==> src/rtl/mmio_timer_bank.sv <==
// Memory-mapped timer bank: prescaled free-running mtime plus N_TIMERS
// compare channels (one-shot or periodic), each driving one IRQ line.
// Read data is registered and returned one cycle after the access.
module mmio_timer_bank #(
  parameter logic [31:0] BASE_ADDR  = 32'h8000_6000,
  parameter int unsigned N_TIMERS   = 4,
  parameter int unsigned CNT_WIDTH  = 64,
  parameter int unsigned PRESCALE_W = 16
) (
  input  logic                clk,
  input  logic                reset,
  input  logic                enable,
  input  logic [3:0]          write,
  input  logic [31:0]         address,
  input  logic [31:0]         data_in,
  output logic [31:0]         data_out,
  output logic [N_TIMERS-1:0] irq,
  output logic                tick
);

  localparam int unsigned WIN_BYTES = 16 + 16 * N_TIMERS;
  localparam logic [31:0] WIN_END   = BASE_ADDR + 32'(WIN_BYTES);
  // Word index inside the window; 8 channels need at most 36 words.
  localparam int unsigned IDX_W     = 6;

  // Architectural state
  logic [CNT_WIDTH-1:0]  r_mtime;
  logic [PRESCALE_W-1:0] r_prescale;
  logic [PRESCALE_W-1:0] r_pre_cnt;
  logic [CNT_WIDTH-1:0]  r_cmp    [N_TIMERS];
  logic [31:0]           r_reload [N_TIMERS];
  logic [2:0]            r_ctrl   [N_TIMERS];
  logic [N_TIMERS-1:0]   r_status;
  logic [31:0]           r_data_out;
  logic [N_TIMERS-1:0]   r_irq;
  logic                  r_tick;

  // Decode and next-state wires
  logic                  w_hit;
  logic                  w_wr;
  logic                  w_rd;
  logic [IDX_W-1:0]      w_word;
  logic [31:0]           w_be_mask;
  logic                  w_sel_mlo;
  logic                  w_sel_mhi;
  logic                  w_sel_pre;
  logic                  w_sel_stat;
  logic                  w_incr;
  logic [63:0]           w_mt64;
  logic [CNT_WIDTH-1:0]  w_mtime_nxt;
  logic [PRESCALE_W-1:0] w_prescale_nxt;
  logic [PRESCALE_W-1:0] w_pre_cnt_nxt;
  logic [N_TIMERS-1:0]   w_match;
  logic [63:0]           w_cmp64;
  logic [2:0]            w_ctrl_tmp;
  logic [CNT_WIDTH-1:0]  w_cmp_nxt    [N_TIMERS];
  logic [31:0]           w_reload_nxt [N_TIMERS];
  logic [2:0]            w_ctrl_nxt   [N_TIMERS];
  logic [N_TIMERS-1:0]   w_w1c;
  logic [N_TIMERS-1:0]   w_status_nxt;
  logic [N_TIMERS-1:0]   w_irq_nxt;
  logic [31:0]           w_rdata;
  logic [63:0]           w_mt_rd;
  logic [63:0]           w_cmp_rd;

  function automatic logic [31:0] lane_merge(input logic [31:0] old_v,
                                             input logic [31:0] new_v,
                                             input logic [31:0] mask);
    return (old_v & ~mask) | (new_v & mask);
  endfunction

  assign w_hit      = enable && (address >= BASE_ADDR) && (address < WIN_END);
  assign w_wr       = w_hit && (write != 4'b0000);
  assign w_rd       = w_hit && (write == 4'b0000);
  assign w_word     = IDX_W'((address - BASE_ADDR) >> 2);
  assign w_be_mask  = {{8{write[3]}}, {8{write[2]}}, {8{write[1]}}, {8{write[0]}}};
  assign w_sel_mlo  = w_wr && (w_word == IDX_W'(0));
  assign w_sel_mhi  = w_wr && (w_word == IDX_W'(1)) && (CNT_WIDTH == 64);
  assign w_sel_pre  = w_wr && (w_word == IDX_W'(2));
  assign w_sel_stat = w_wr && (w_word == IDX_W'(3));
  assign w_incr     = (r_pre_cnt == r_prescale);

  // Prescaler and mtime next value; written lanes override the increment
  always_comb begin
    w_prescale_nxt = r_prescale;
    w_pre_cnt_nxt  = w_incr ? '0 : r_pre_cnt + PRESCALE_W'(1);
    if (w_sel_pre) begin
      w_prescale_nxt = PRESCALE_W'(lane_merge(32'(r_prescale), data_in, w_be_mask));
      w_pre_cnt_nxt  = '0;
    end
    w_mt64 = 64'(r_mtime);
    if (w_incr) w_mt64 = 64'(r_mtime + CNT_WIDTH'(1));
    if (w_sel_mlo) w_mt64[31:0]  = lane_merge(w_mt64[31:0], data_in, w_be_mask);
    if (w_sel_mhi) w_mt64[63:32] = lane_merge(w_mt64[63:32], data_in, w_be_mask);
    w_mtime_nxt = CNT_WIDTH'(w_mt64);
  end

  // Channel compare, auto-reload / disarm, then bus writes win on written lanes
  always_comb begin
    w_match      = '0;
    w_cmp64      = '0;
    w_ctrl_tmp   = '0;
    w_cmp_nxt    = r_cmp;
    w_reload_nxt = r_reload;
    w_ctrl_nxt   = r_ctrl;
    for (int i = 0; i < N_TIMERS; i++) begin
      w_match[i] = r_ctrl[i][0] && (r_mtime >= r_cmp[i]);
      w_cmp64    = 64'(r_cmp[i]);
      w_ctrl_tmp = r_ctrl[i];
      if (w_match[i]) begin
        if (r_ctrl[i][1] && (r_reload[i] != 32'd0))
          w_cmp64 = 64'(r_cmp[i] + CNT_WIDTH'(r_reload[i]));
        else
          w_ctrl_tmp[0] = 1'b0;
      end
      if (w_wr && (w_word == IDX_W'(4 + 4 * i)))
        w_cmp64[31:0] = lane_merge(w_cmp64[31:0], data_in, w_be_mask);
      if (w_wr && (CNT_WIDTH == 64) && (w_word == IDX_W'(5 + 4 * i)))
        w_cmp64[63:32] = lane_merge(w_cmp64[63:32], data_in, w_be_mask);
      if (w_wr && (w_word == IDX_W'(6 + 4 * i)))
        w_reload_nxt[i] = lane_merge(r_reload[i], data_in, w_be_mask);
      if (w_wr && (w_word == IDX_W'(7 + 4 * i)))
        w_ctrl_tmp = 3'(lane_merge(32'(w_ctrl_tmp), data_in, w_be_mask));
      w_cmp_nxt[i]  = CNT_WIDTH'(w_cmp64);
      w_ctrl_nxt[i] = w_ctrl_tmp;
    end
  end

  // Status: W1C from the bus, a same-cycle match sets and wins
  assign w_w1c        = w_sel_stat ? N_TIMERS'(data_in & w_be_mask) : '0;
  assign w_status_nxt = (r_status & ~w_w1c) | w_match;

  // IRQ level from next-state status and IRQ_EN, registered below
  always_comb begin
    w_irq_nxt = '0;
    for (int i = 0; i < N_TIMERS; i++)
      w_irq_nxt[i] = w_status_nxt[i] & w_ctrl_nxt[i][2];
  end

  // Read mux over current register values
  always_comb begin
    w_rdata  = '0;
    w_mt_rd  = 64'(r_mtime);
    w_cmp_rd = '0;
    if (w_word == IDX_W'(0)) w_rdata = w_mt_rd[31:0];
    if (w_word == IDX_W'(1)) w_rdata = w_mt_rd[63:32];
    if (w_word == IDX_W'(2)) w_rdata = 32'(r_prescale);
    if (w_word == IDX_W'(3)) w_rdata = 32'(r_status);
    for (int i = 0; i < N_TIMERS; i++) begin
      w_cmp_rd = 64'(r_cmp[i]);
      if (w_word == IDX_W'(4 + 4 * i)) w_rdata = w_cmp_rd[31:0];
      if (w_word == IDX_W'(5 + 4 * i)) w_rdata = w_cmp_rd[63:32];
      if (w_word == IDX_W'(6 + 4 * i)) w_rdata = r_reload[i];
      if (w_word == IDX_W'(7 + 4 * i)) w_rdata = 32'(r_ctrl[i]);
    end
  end

  // State and registered outputs
  always_ff @(posedge clk or posedge reset) begin
    if (reset) begin
      r_mtime    <= '0;
      r_prescale <= '0;
      r_pre_cnt  <= '0;
      r_status   <= '0;
      r_data_out <= '0;
      r_irq      <= '0;
      r_tick     <= 1'b0;
      for (int i = 0; i < N_TIMERS; i++) begin
        r_cmp[i]    <= '1;
        r_reload[i] <= '0;
        r_ctrl[i]   <= '0;
      end
    end else begin
      r_mtime    <= w_mtime_nxt;
      r_prescale <= w_prescale_nxt;
      r_pre_cnt  <= w_pre_cnt_nxt;
      r_status   <= w_status_nxt;
      r_data_out <= w_rd ? w_rdata : 32'd0;
      r_irq      <= w_irq_nxt;
      r_tick     <= w_incr;
      for (int i = 0; i < N_TIMERS; i++) begin
        r_cmp[i]    <= w_cmp_nxt[i];
        r_reload[i] <= w_reload_nxt[i];
        r_ctrl[i]   <= w_ctrl_nxt[i];
      end
    end
  end

  assign data_out = r_data_out;
  assign irq      = r_irq;
  assign tick     = r_tick;

endmodule

==> config.mk <==
export PLATFORM = sky130hd
export DESIGN_NAME = mmio_timer_bank
export DESIGN_NICKNAME = d
export VERILOG_FILES = /design/src/rtl/mmio_timer_bank.sv
export SDC_FILE = /design/constraint.sdc
export NUM_CORES = 2
export LEC_CHECK = 0
export BUFFER_PORTS_ARGS = -buffer_cell sky130_fd_sc_hd__buf_2
export CAP_MARGIN = 20
export CORE_ASPECT_RATIO = 1.4
export CORE_UTILIZATION = 37
export DETAILED_ROUTE_END_ITERATION = 10
export PLACE_DENSITY = 0.61
export SLEW_MARGIN = 15
export SYNTH_ARGS = -nofsm -noshare
export SYNTH_HDL_FRONTEND = slang
export SYNTH_SLANG_ARGS = --single-unit
export TNS_END_PERCENT = 5
==> constraint.sdc <==
create_clock -name clk -period 42.6 [get_ports clk]
set_input_delay 2.13 -clock clk [delete_from_list [all_inputs] [get_ports clk]]
set_output_delay 2.13 -clock clk [all_outputs]
set_load 0.005 [all_outputs]
**Yosys cells after proc, flatten, opt, wreduce, memory -nomap -nowiden**

Index checks and enable logic that the tools add are counted.
W data, S select, Z words.

- Logic and storage cells: 197
- Output and inout port bits: 37
- Register bits: 533

- Add/subtract/negate cells: 7
- Equal/unequal tests: 20
- Bitwise operators: 47
- $lt $le $gt $ge: 6
- Reductions and logical operators: 39
- Multiplexer cells: 55

Operator list:

| operator | count |
|---|---|
| $mux W32 | 31 |
| $mux W64 | 9 |
| $and A32 B32 Y32 | 15 |
| $or A32 B32 Y32 | 14 |
| $add A64 B32 Y64 | 4 |
| $ge A64 B64 Y1 | 4 |
| $reduce_bool A32 Y1 | 4 |
| $add A64 B1 Y64 const B | 1 |
| $eq A6 B4 Y1 const B | 8 |
| $ge A32 B32 Y1 const B | 1 |
| $logic_and A1 B1 Y1 | 32 |
| $lt A32 B32 Y1 const B | 1 |
| $mux W16 | 2 |
| $not A32 Y32 | 1 |
| $eq A6 B3 Y1 const B | 4 |
| $eq A6 B5 Y1 const B | 4 |
| $add A16 B1 Y16 const B | 1 |
| $and A16 B16 Y16 | 1 |
| $eq A16 B16 Y1 | 1 |
| $or A16 B16 Y16 | 1 |
| $and A3 B3 Y3 | 4 |
| $eq A6 B2 Y1 const B | 2 |
| $mux W3 | 4 |
| $or A3 B3 Y3 | 4 |
| 11 further kinds | 21 |

**Longest topological paths before layout**

- Depth after elaboration: 23
- Gate-level depth with buffers: 16

**Least setup slack after synthesis**

Ideal clock, no wire load.

- Path type: input port to flip-flop
- From: in address[4]
- To: reg with a tool-made name
- Data arrival time: 4.208 ns
- Stages: 9
- Path slack: 38.267 ns
- Library setup time: 0.125 ns
- Data required time: 42.475 ns
- Cell sequence: clkbuf_1 > o21ai_0 > nand4_1 > nor2_1 > clkbuf_1 > nand2_1 > clkbuf_1 > nor2_1 > mux2_2

RTL lines:

| what | line | text |
|---|---|---|
| start: declaration | 14 | `input logic [31:0] address,` |

==> results.md <==
- FF-to-FF setup slack: 37.31 ns
- Synthesized area: 0.0419 sq mm
- Net Switching: ~280 uW
- Crit Path Max Fanout: 80
- Num CTS Buffers: 59
- Flops & latches, synth: 533
- 1st-iter DRT viols: 3150
- Post_cts resized: 0
- Kind of critical path: flop to flop
- Antenna-violating nets left: 0
- Share of the synthesized area in the top cell type: 0.165
- Required time worst endpoint: 43.18 ns
- Power per cell area: 24.3 mW/mm^2
- Period minus WS final: 5.29 ns
- Worst setup path end: r_cmp[127]$_DFF_PP1_
- Vias/cell: between 5 and 6
- Internal power: approximately 830 uW
- FFs w/ async S/R, synth: 1.00
- Share of layout cells above drive strength 1: 0.156
- CP startpoint: r_cmp[111]$_DFF_PP1_
- Post-synth EDFFs: 0
- Slowest cell on crit path: nor4_1
- Switching portion of total power: 0.255
- Core Region: 0.112 sq mm
- Final HPWL DP: around 120000 um
- Seq pwr share: 0.457
- Largest net degree at the start of global routing: 144
- Most frequent cell after synthesis: nor2_1
- Synth top cells by count: 502 x nor2_1, 485 x a21oi_1, 386 x ha_1, 370 x nand2_1, 333 x o21ai_0
- Tot GR Track Use: 0.268
- Combinational share of power: 0.054
- CTS root buffer: clkbuf_16
- RSZ-0062 raised after global routing: no
- Area growth syn-to-layout: 9.25%
- Port Buf Inserts: 105
- Clock Skew: 0.0340 ns
- Layout Cells excl Fill: roughly 6400
- Clock power frac: 0.488
- Ys Warns: 0
- Worst Hold Class: flop to flop
- Row cnt: 145
- Initial Util: 0.374
- Mapped Nets: 5350
- CP peak stage delay: 0.77 ns
- Final number of setup-violating endpoints: 0
- Critical path depth: 13
- Reg2Reg Capture Point: r_cmp[127]$_DFF_PP1_
- Peak VDD IR: 27.9 uV
- Yosys cell types: 102
- Die ar.: between 0.1 and 0.15 sq mm
- Crit-path leading delay family: compound AO/OA/AOI/OAI gates
- CTS clk-pin slew, worst paths: ~0.06 ns
- Number of global-route vias before repair: 36600
- DP Cell Count: roughly 6300
- DRC viols: 0
- Area leader, netlist: dfrtp_1
- Crit-path cells: inv_1 > ha_1 > nand4_1 > nor4_1 > nand2_1 > a221oi_1 > o21ai_0 > o21ai_4 > buf_4 > o2111ai_4 > or4_1 > xnor2_1 > o21ai_1
- Max Root-Sink Buffers: 3
- Grt total ovfl: 0
- Mean Syn Cell Area: between 8 and 9 sq um
- I/O pin count: 108
- Sequential fraction of the synthesis area: 0.326
- Via count: 38000
- Buffers and inverters on the worst path: 2
- Slew Viols, Final: 0
- Fin crit share: 0.124
- Crit end category: flop
- Syn Inst Count: 4889
- R2R cell count: 13
- Final net count: 5336
- Slew margin rel.: 0.212
- RD Place Congestion: slightly below 1
- Worst-Skew Late Latency: 0.67 ns
- Outcome: finished clean
- # fillers: 11300
- Worst slew pin tran: 1.18 ns
- Max Clock Freq: about 0.19 GHz
- TritonRoute pass-1 iters: 9
- Antenna violations before repair: 8
- CP startpoint kind: flop
- H-tree lvl count: 2
- WL per Instance: 24.5 um
- Ranking of synthesized cells by area: dfrtp_1 17%, dfstp_2 16%, ha_1 12%
- Max-cap viol count: 0
- Worst Path Arrival: 5.87 ns
- Setup TNS: 0 ns
- Worst R2R Start: r_cmp[111]$_DFF_PP1_
- Setup Buffers After CTS: 0
- WL final: ~160000 um
- First-pass GRT wire length: 233000 um
- Prevailing post-synth register cell: dfrtp_1
- Final Hold Fails: 0
- Final Total Pwr: between 1000 and 1500 uW
- Die X: 286 um
- TritonCTS clock tree: yes
- Number of hold buffers added after cts: 0
- CTS sink cnt: between 500 and 600
- Chip Height: 400 um
- Final hold slack: about 0.53 ns
- Pleak: 0.0223 uW
[logic make-up (layout without fill, tap and decap cells)]
group                    count (synthesis)  count (layout)  share of synthesized area
AO/OA/AOI/OAI                         1454            1454                      0.216
XOR/XNOR                               325             325                     0.0679
adder cells (fa/ha/maj)                390             390                      0.117
buffers and inverters                  541             575                     0.0502
flip-flops                             533             533                      0.326
multiplexers                           222             222                     0.0589
other                                    0               3                          0
AND/OR/NAND/NOR                       1424            1424                      0.164
[cell usage in the layout, fill, tap and decap left out, types with 76 or more instances in the layout]
cell type    n
mux2_2     158
buf_2      105
inv_1      307
xor2_1      83
o211ai_1    93
o21ai_0    333
nand4_1    111
dfstp_2    256
nand3_1    102
a21o_1     150
a21oi_1    485
nor2_1     498
xnor2_1    242
o21ai_1     76
ha_1       386
dfrtp_1    277
nand2_1    370
[worst min-delay path by stage]
stage,from,to,slack [ns],cells after the start
after floorplan,r_status[1]$_DFF_PP0_,r_status[1]$_DFF_PP0_,0.46,2
after global placement,r_status[1]$_DFF_PP0_,r_status[1]$_DFF_PP0_,0.49,2
after detailed placement,r_ctrl[8]$_DFF_PP0_,r_ctrl[8]$_DFF_PP0_,0.51,1
after CTS,r_ctrl[8]$_DFF_PP0_,r_ctrl[8]$_DFF_PP0_,0.52,1
after global routing,r_ctrl[8]$_DFF_PP0_,r_ctrl[8]$_DFF_PP0_,0.56,1
final,r_status[0]$_DFF_PP0_,r_status[0]$_DFF_PP0_,0.53,1
[stage by stage]
| step | utilization | setup slack (ns) | area (sq um) |
|---|---|---|---|
| floorplan | - | 26.00 | 41900 |
| global placement | 0.391 | 36.50 | 43800 |
| detailed placement | 0.391 | 36.45 | 43800 |
| CTS | 0.409 | 37.15 | 45700 |
| global route | 0.409 | 36.75 | 45800 |
| finish | 0.409 | 37.31 | 45800 |
[per-layer routing]
| metal | GRT usage | wire (um) |
|---|---|---|
| met5 | 0 | 23 |
| met4 | 0.208 | 14400 |
| met3 | 0.0281 | 7700 |
| met2 | 0.452 | 75000 |
| met1 | 0.310 | 59600 |
[power by group through the flow]
stage | clock (uW) | sequential (uW) | combinational [uW]
detailed placement | 0 | 516 | 60.1
finish | 542 | 508 | 60.5
global placement | 0 | 516 | 59.6
global route | 565 | 507 | 63.5
floorplan | 0 | 516 | 30.4
CTS | 548 | 508 | 60.2
[final cells by class]
cell class	count	area, sq um	area share
tap	1470	1840	0.0402
timing repair buffer	157	943	0.0206
clock buffer	86	1680	0.0366
antenna	3	7.51	0.000164
inverter	309	1170	0.0255
sequential	533	13700	0.298
multi-input combinational	3815	26200	0.573
clock inverter	23	278	0.00607
No activity file was read; power rests on OpenSTA's default activity.
